`src/rtl/psk_pkg.sv`:
```
// Shared constants and types for the PSK demodulator and its decision slicer.
package psk_pkg;

    localparam int unsigned SPS      = 16;
    localparam int unsigned BPSK_BIT = 1;

    // QPSK decision codes: 00 -> +I, 10 -> -I, 11 -> +Q, 01 -> -Q
    typedef enum logic [1:0] {
        SYM_00 = 2'b00,
        SYM_01 = 2'b01,
        SYM_10 = 2'b10,
        SYM_11 = 2'b11
    } qpsk_sym_t;

    // Product width plus 4 bits of growth for a 16-sample sum
    function automatic int unsigned acc_w(input int unsigned width);
        return 2 * width + 5;
    endfunction

endpackage

```
`src/rtl/psk_demod_if.sv`:
```
// AXIS byte-stream carrying decided symbols; soft outputs exist only with PSK_DEMOD_SOFT_EN.
interface psk_demod_if
    import psk_pkg::*;
#(
    parameter int unsigned BYTES = 1
`ifdef PSK_DEMOD_SOFT_EN
    , parameter int unsigned ACC_W = psk_pkg::acc_w(12)
`endif
);

    logic [BYTES*8-1:0] tdata;
    logic               tvalid;
    logic               tready;
    logic               tlast;
    logic               tuser;
`ifdef PSK_DEMOD_SOFT_EN
    logic signed [ACC_W-1:0] soft_I;
    logic signed [ACC_W-1:0] soft_Q;

    modport master (output tdata, tvalid, tlast, tuser, soft_I, soft_Q, input tready);
    modport slave  (input tdata, tvalid, tlast, tuser, soft_I, soft_Q, output tready);
`else
    modport master (output tdata, tvalid, tlast, tuser, input tready);
    modport slave  (input tdata, tvalid, tlast, tuser, output tready);
`endif

endinterface

```
`src/rtl/psk_slicer.sv`:
```
// Combinational hard decision from integrated I/Q; shared with soft-decision and EVM blocks.
module psk_slicer
    import psk_pkg::*;
#(
    parameter int unsigned ACC_W = 29
) (
    input  logic signed [ACC_W-1:0] acc_i,
    input  logic signed [ACC_W-1:0] acc_q,
    input  logic                    is_bpsk,
    output logic [1:0]              bits_c
);

    localparam int unsigned MAG_W = ACC_W + 1;

    logic             i_neg_c;
    logic             q_neg_c;
    logic [MAG_W-1:0] mag_i_c;
    logic [MAG_W-1:0] mag_q_c;

    // One extra bit keeps the magnitude of the most negative value exact
    always_comb begin
        i_neg_c = acc_i[ACC_W-1];
        q_neg_c = acc_q[ACC_W-1];
        mag_i_c = i_neg_c ? -MAG_W'(acc_i) : MAG_W'(acc_i);
        mag_q_c = q_neg_c ? -MAG_W'(acc_q) : MAG_W'(acc_q);
    end

    // Ties between axes resolve to the I axis
    always_comb begin
        bits_c = SYM_00;
        if (is_bpsk) begin
            bits_c           = 2'b00;
            bits_c[BPSK_BIT] = ~i_neg_c;
        end else if (mag_i_c >= mag_q_c) begin
            bits_c = i_neg_c ? SYM_10 : SYM_00;
        end else begin
            bits_c = q_neg_c ? SYM_01 : SYM_11;
        end
    end

endmodule

```
`src/rtl/psk_demod.sv`:
```
// Coherent BPSK/QPSK integrate-and-dump demodulator with a 1-deep AXIS output register.
// Optional soft outputs (dumped accumulators) are enabled by PSK_DEMOD_SOFT_EN.
module psk_demod
    import psk_pkg::*;
#(
    parameter int unsigned WIDTH = 12,
    parameter int unsigned BYTES = 1
) (
    input  logic                    clk_16M384,
    input  logic                    rst_16M384,
    input  logic signed [WIDTH-1:0] in_I,
    input  logic signed [WIDTH-1:0] in_Q,
    input  logic                    in_vld,
    input  logic                    in_last,
    input  logic                    in_is_bpsk,
    input  logic signed [WIDTH-1:0] carrier_I,
    input  logic signed [WIDTH-1:0] carrier_Q,
    input  logic [3:0]              DELAY_CNT,
    psk_demod_if.master             data,
    output logic                    ovf,
    output logic                    out_clk_1M024
);

    localparam int unsigned ACC_W   = acc_w(WIDTH);
    localparam int unsigned PROD_W  = 2 * WIDTH + 1;
    localparam int unsigned TDATA_W = BYTES * 8;
    localparam int unsigned LEN_W   = 5;

    typedef enum logic {
        WIN_IDLE,
        WIN_ACC
    } win_state_t;

    logic [3:0]               cnt;
    logic                     start_c;
    logic signed [PROD_W-1:0] y_i;
    logic signed [PROD_W-1:0] y_q;
    logic                     s1_start;
    logic                     s1_vld;
    logic                     s1_last;
    logic                     s1_bpsk;
    win_state_t               state;
    win_state_t               state_d;
    logic                     load_c;
    logic                     add_c;
    logic                     dump_c;
    logic [LEN_W-1:0]         win_len;
    logic signed [ACC_W-1:0]  acc_i;
    logic signed [ACC_W-1:0]  acc_q;
    logic                     sym_vld;
    logic                     sym_last;
    logic                     sym_bpsk;
    logic [1:0]               bits_c;
    logic                     dec_c;
    logic                     blocked_c;

    always_ff @(posedge clk_16M384) begin
        if (rst_16M384) cnt <= 4'd0;
        else            cnt <= cnt + 4'd1;
    end

    assign out_clk_1M024 = cnt[3];
    assign start_c       = (cnt == DELAY_CNT);

    // Stage 1: derotation by the local carrier, window-start tag travels alongside
    always_ff @(posedge clk_16M384) begin
        if (rst_16M384) begin
            y_i      <= '0;
            y_q      <= '0;
            s1_start <= 1'b0;
            s1_vld   <= 1'b0;
            s1_last  <= 1'b0;
            s1_bpsk  <= 1'b0;
        end else begin
            y_i      <= in_vld ? PROD_W'(in_I) * PROD_W'(carrier_I) + PROD_W'(in_Q) * PROD_W'(carrier_Q) : '0;
            y_q      <= in_vld ? PROD_W'(in_Q) * PROD_W'(carrier_I) - PROD_W'(in_I) * PROD_W'(carrier_Q) : '0;
            s1_start <= start_c;
            s1_vld   <= in_vld;
            s1_last  <= in_last;
            s1_bpsk  <= in_is_bpsk;
        end
    end

    always_ff @(posedge clk_16M384) begin
        if (rst_16M384) state <= WIN_IDLE;
        else            state <= state_d;
    end

    // A window closes on the next start (possibly early) or after SPS samples
    always_comb begin
        state_d = state;
        load_c  = 1'b0;
        add_c   = 1'b0;
        dump_c  = 1'b0;
        case (state)
            WIN_IDLE: begin
                if (s1_start) begin
                    load_c  = 1'b1;
                    state_d = WIN_ACC;
                end
            end
            WIN_ACC: begin
                dump_c = s1_start || (win_len == LEN_W'(SPS));
                if (s1_start)                      load_c  = 1'b1;
                else if (win_len == LEN_W'(SPS))   state_d = WIN_IDLE;
                else                               add_c   = 1'b1;
            end
            default: state_d = WIN_IDLE;
        endcase
    end

    // Stage 2: integrate; sideband is latched from the window-start sample
    always_ff @(posedge clk_16M384) begin
        if (rst_16M384) begin
            acc_i    <= '0;
            acc_q    <= '0;
            win_len  <= '0;
            sym_vld  <= 1'b0;
            sym_last <= 1'b0;
            sym_bpsk <= 1'b0;
        end else if (load_c) begin
            acc_i    <= ACC_W'(y_i);
            acc_q    <= ACC_W'(y_q);
            win_len  <= LEN_W'(1);
            sym_vld  <= s1_vld;
            sym_last <= s1_last;
            sym_bpsk <= s1_bpsk;
        end else if (add_c) begin
            acc_i   <= acc_i + ACC_W'(y_i);
            acc_q   <= acc_q + ACC_W'(y_q);
            win_len <= win_len + LEN_W'(1);
        end
    end

    psk_slicer #(.ACC_W(ACC_W)) u_slicer (
        .acc_i   (acc_i),
        .acc_q   (acc_q),
        .is_bpsk (sym_bpsk),
        .bits_c  (bits_c)
    );

    assign dec_c     = dump_c && sym_vld;
    assign blocked_c = data.tvalid && !data.tready;

    // Output register: a decision arriving while the held one is stalled is dropped
    always_ff @(posedge clk_16M384) begin
        if (rst_16M384) begin
            data.tvalid <= 1'b0;
            data.tdata  <= '0;
            data.tlast  <= 1'b0;
            data.tuser  <= 1'b0;
            ovf         <= 1'b0;
`ifdef PSK_DEMOD_SOFT_EN
            data.soft_I <= '0;
            data.soft_Q <= '0;
`endif
        end else if (dec_c && blocked_c) begin
            ovf <= 1'b1;
        end else if (dec_c) begin
            data.tvalid <= 1'b1;
            data.tdata  <= TDATA_W'(bits_c);
            data.tlast  <= sym_last;
            data.tuser  <= sym_bpsk;
`ifdef PSK_DEMOD_SOFT_EN
            data.soft_I <= acc_i;
            data.soft_Q <= acc_q;
`endif
        end else if (data.tvalid && data.tready) begin
            data.tvalid <= 1'b0;
        end
    end

endmodule
```
`src/flat_wrapper.sv`:
```
// flat-port wrapper written by rule: the top's interface ports become plain ports
module psk_demod_flat import psk_pkg::*;
#(
    parameter int unsigned WIDTH = 12,
    parameter int unsigned BYTES = 1
)
  (clk_16M384, rst_16M384, in_I, in_Q, in_vld, in_last, in_is_bpsk, carrier_I, carrier_Q, DELAY_CNT, ovf, out_clk_1M024, data_tdata, data_tvalid, data_tlast, data_tuser, data_tready);
  psk_demod_if #(.BYTES(BYTES)) data_i ();
  input  logic clk_16M384;
  input  logic rst_16M384;
  input  logic signed [WIDTH-1:0] in_I;
  input  logic signed [WIDTH-1:0] in_Q;
  input  logic in_vld;
  input  logic in_last;
  input  logic in_is_bpsk;
  input  logic signed [WIDTH-1:0] carrier_I;
  input  logic signed [WIDTH-1:0] carrier_Q;
  input  logic [3:0] DELAY_CNT;
  output logic ovf;
  output logic out_clk_1M024;
  output wire logic [$bits(data_i.tdata)-1:0] data_tdata;
  output wire logic [$bits(data_i.tvalid)-1:0] data_tvalid;
  output wire logic [$bits(data_i.tlast)-1:0] data_tlast;
  output wire logic [$bits(data_i.tuser)-1:0] data_tuser;
  input wire logic [$bits(data_i.tready)-1:0] data_tready;
  assign data_tdata = data_i.tdata;
  assign data_tvalid = data_i.tvalid;
  assign data_tlast = data_i.tlast;
  assign data_tuser = data_i.tuser;
  assign data_i.tready = data_tready;
  psk_demod #(.WIDTH(WIDTH), .BYTES(BYTES)) u_core (.clk_16M384(clk_16M384), .rst_16M384(rst_16M384), .in_I(in_I), .in_Q(in_Q), .in_vld(in_vld), .in_last(in_last), .in_is_bpsk(in_is_bpsk), .carrier_I(carrier_I), .carrier_Q(carrier_Q), .DELAY_CNT(DELAY_CNT), .data(data_i), .ovf(ovf), .out_clk_1M024(out_clk_1M024));
endmodule
```
`config.mk`:
```
export PLATFORM = sky130hd
export DESIGN_NAME = psk_demod_flat
export DESIGN_NICKNAME = d
export VERILOG_FILES = /design/src/rtl/psk_pkg.sv /design/src/rtl/psk_demod_if.sv /design/src/rtl/psk_slicer.sv /design/src/rtl/psk_demod.sv /design/src/flat_wrapper.sv
export SDC_FILE = /design/constraint.sdc
export NUM_CORES = 2
export LEC_CHECK = 0
export CAP_MARGIN = 20
export CORE_MARGIN = 2
export CORE_UTILIZATION = 66
export CTS_CLUSTER_SIZE = 24
export DETAILED_ROUTE_END_ITERATION = 6
export PLACE_DENSITY = 0.93
export SYNTH_ARGS = -nofsm -noshare
export SYNTH_HDL_FRONTEND = slang
export SYNTH_SLANG_ARGS = --single-unit
```
`constraint.sdc`:
```
create_clock -name clk_16M384 -period 10.6 [get_ports clk_16M384]
set_input_delay 2.12 -clock clk_16M384 [delete_from_list [all_inputs] [get_ports clk_16M384]]
set_output_delay 2.12 -clock clk_16M384 [all_outputs]
set_load 0.005 [all_outputs]
```
==> flow_summary.yaml <==
outcome:
  outcome: "finished with violations"
  failed_checks: "design-rule violations"
sta:
  fin_crit_ns: 9.545
  slew_viol_final: 0
  fmax_ghz: 0.1048
  hold_viol: 0
  finalClockSkew_ns: 0.007598
  tns_ns: 0
  rsz0062_at_grt: "false"
  relSlewSlack_pct: 21.72
  period_share_pct: 90.05
  worst_pin_slew_ns: 1.171
  setup_viol: 0
route:
  dr_total_vias: 27366
  firstDrtPassIters: 7
  drc: 1
  viasPerCell: 6.012
  wl_per_cell_um: 18.97
  ant_nets: 0
  drt_iter0_markers: 2179
  finalWirelength_mm: 86.36
yosys:
  synth_ff_type: "dfxtp_1"
  yosys.cell_types.count: 73
  synth-seq-cells: 131
  async_flop_share_pct: 0
  ys_seq_area_share_pct: 8.053
  syn-cell-area_um2: 32560
  netlist_instances: 3874
  ys_warn_count: 0
  syn_avg_cell_area_um2: 8.406
  synth_edf_count: 0
clock_network:
  clk-insertion-delay-late_ns: 0.44
  clkTransAtPathRegs_ns: 0.07
  h-tree-depth: 4
  cts.path.max_buffers: 2
  cts_root_buf: "clkbuf_16"
  post-cts-setup-buffers: 0
  holdBufCountCts: 0
  cts_tree: "yes"
  ctsResizeCount: 0
  cts_buffers: 17
  clkSinkCount: 131
die:
  die_h_um: 226.1
  pin_count: 71
  rows: 81
  die_w_um: 226.1
  start_util_pct: 66.66
  core_region_area_um2: 48850
  floorplan.die_area_um2: 51130
setup_path:
  critPathMaxStageDelay_ns: 1.02
  required_ns: 10.92
  r2r_end: "u_core.data.tdata[1]"
  critPathKind: "in2reg"
  cp-endpoint: "u_core.y_q[23]"
  worstPathMaxFanout: 24
  critPathLaunchType: "input port"
  cp-end-kind: "flop"
  critical_path.startpoint: "carrier_I[2]"
  path_common_cell: "fa_1"
  ff2ff_setup_slack_ns: 5.74
  r2r_start: "u_core.acc_i[2]"
  worst_ep_arrival_time_ns: 9.87
  cp_slowest_cell: "clkdlybuf4s50_1"
  reg2regPathDepth: 18
placed_design:
  hpwl_mm: 69.81
  port-buffer-count: 64
  routabilityCongestion: 1.025
global_routing:
  grt_overflow_total: 0
  antenna_found_initial: 4
  track_usage_pct: 35.32
  grt_pass1_wl_mm: 142.4
  grt_max_degree: 80
  grt_pass1_vias: 29324
final_layout:
  drive_gt1_share_pct: 3.139
  syn_to_final_growth_pct: 6.086
  nets: 4831
  fill_cells: 3483
  register_area_um2: 2624
  multi_input_area_um2: 26700
run:
  cap_violations: 0
min_path:
  hold_class: "reg2reg"
-- layout by cell type (no fill, tap or decap), types with 6 or more instances in the layout --
cell,Yosys,layout
or4_1,10,10
nand3b_1,7,7
a21oi_1,182,182
inv_1,716,716
nor2_1,236,236
nand4_1,21,21
fa_1,556,556
nor2b_1,19,18
nand2_1,491,491
a31oi_1,16,16
clkdlybuf4s50_1,0,63
dfxtp_1,131,130
a21o_1,73,73
buf_4,6,58
conb_1,2,8
ha_1,343,343
or3_1,9,9
inv_8,0,7
o21ai_0,119,119
a221oi_1,11,11
o211ai_1,16,16
o21a_1,27,27
xnor2_1,141,141
mux2i_1,10,10
xor2_1,80,80
and3_1,16,16
o41ai_1,8,8
a311oi_1,6,6
clkbuf_16,0,17
and2_1,185,185
o31ai_1,19,19
a21boi_0,8,8
nand3_1,24,24
nand2b_1,41,39
a211oi_1,28,28
o21bai_1,27,27
nor3_1,66,66
-- flip-flops by register name (all words and copies together), names as in the netlist, 2 cells and up --
| name | count |
|---|---|
| u_core.acc_i | 29 |
| u_core.acc_q | 29 |
| u_core.cnt | 4 |
| u_core.data.tdata | 2 |
| u_core.win_len | 5 |
| u_core.y_i | 25 |
| u_core.y_q | 25 |
-- logic make-up (layout without fill, tap and decap cells) --
logic type | Yosys count | after routing | share of synthesized area, %
fa+ha+maj | 899 | 899 | 47.36
buf+inv | 867 | 874 | 10.06
mux | 11 | 11 | 0.3420
simple gates | 1149 | 1149 | 16.46
flops | 131 | 131 | 8.053
compound gates | 594 | 594 | 11.76
xor+xnor | 221 | 221 | 5.944
other cells | 2 | 9 | 0.02306
-- final cells by class --
type	instances	share of cell area (%)
sequential	131	7.595
timing repair buffer	124	3.223
clock inverter	15	0.4491
multi-input combinational	2882	77.29
clock buffer	17	1.231
tap	664	2.405
inverter	718	7.802
antenna	1	0.007244
-- synth_stat cells (all sizes together) (28+ instances only) --
library cell,n,area (um^2)
dfxtp,131,2623
a21o,73,548.0
nor3,66,330.3
nand2,491,1843
clkbuf,134,503.0
a21oi,182,910.9
xor2,80,700.7
o21ai,119,595.6
a211oi,28,210.2
and2,185,1157
nand2b,41,256.5
nor2,236,885.9
inv,716,2688
ha,343,4292
xnor2,141,1235
fa,556,11130
-- metal layers --
layer | vias to the layer above | global-route usage, % | part of all wire, %
li1 | 12224 | - | -
met1 | 13173 | 40.51 | 35
met2 | 1524 | 59.48 | 47
met3 | 439 | 8.925 | 11
met4 | 6 | 21.58 | 7.0
met5 | - | 0 | 0.050
-- worst min path at each step --
stage | slack (ns) | startpoint | cells after the start | endpoint
after global routing | 0.51 | u_core.s1_vld | 2 | u_core.sym_vld
final | 0.48 | u_core.y_q[13] | 2 | u_core.acc_q[13]
after floorplan | 0.44 | u_core.s1_last | 2 | u_core.sym_last
after CTS | 0.48 | u_core.y_q[13] | 2 | u_core.acc_q[13]
after global placement | 0.45 | u_core.y_q[6] | 2 | u_core.acc_q[6]
after detailed placement | 0.46 | u_core.s1_last | 2 | u_core.sym_last
-- stage by stage --
| step | utilization [%] | area, um^2 | hold WS [ns] | std cells | worst slack (ns) |
|---|---|---|---|---|---|
| after floorplan | - | 32590 | 0.4402 | 3880 | 2.482 |
| after global placement | 69.44 | 33920 | 0.4507 | 4517 | 0.9540 |
| after detailed placement | 69.47 | 33940 | 0.4616 | 4518 | 0.7320 |
| after CTS | 70.66 | 34520 | 0.4762 | 4550 | 1.179 |
| after global routing | 70.72 | 34550 | 0.5140 | 4552 | 0.5849 |
| final | 70.72 | 34550 | 0.4779 | 4552 | 1.055 |
-- critical path: cells and delay by family --
family,cells,cell delay [ns]
AO/OA/AOI/OAI,12,2.94
XOR/XNOR,1,0.11
AND/OR/NAND/NOR,3,0.61
buffers and inverters,3,1.12
adder cells (fa/ha/maj),7,2.94
Power is not shown: default switching activity piles up to over one toggle a cycle in this logic, so the estimate is an artifact.
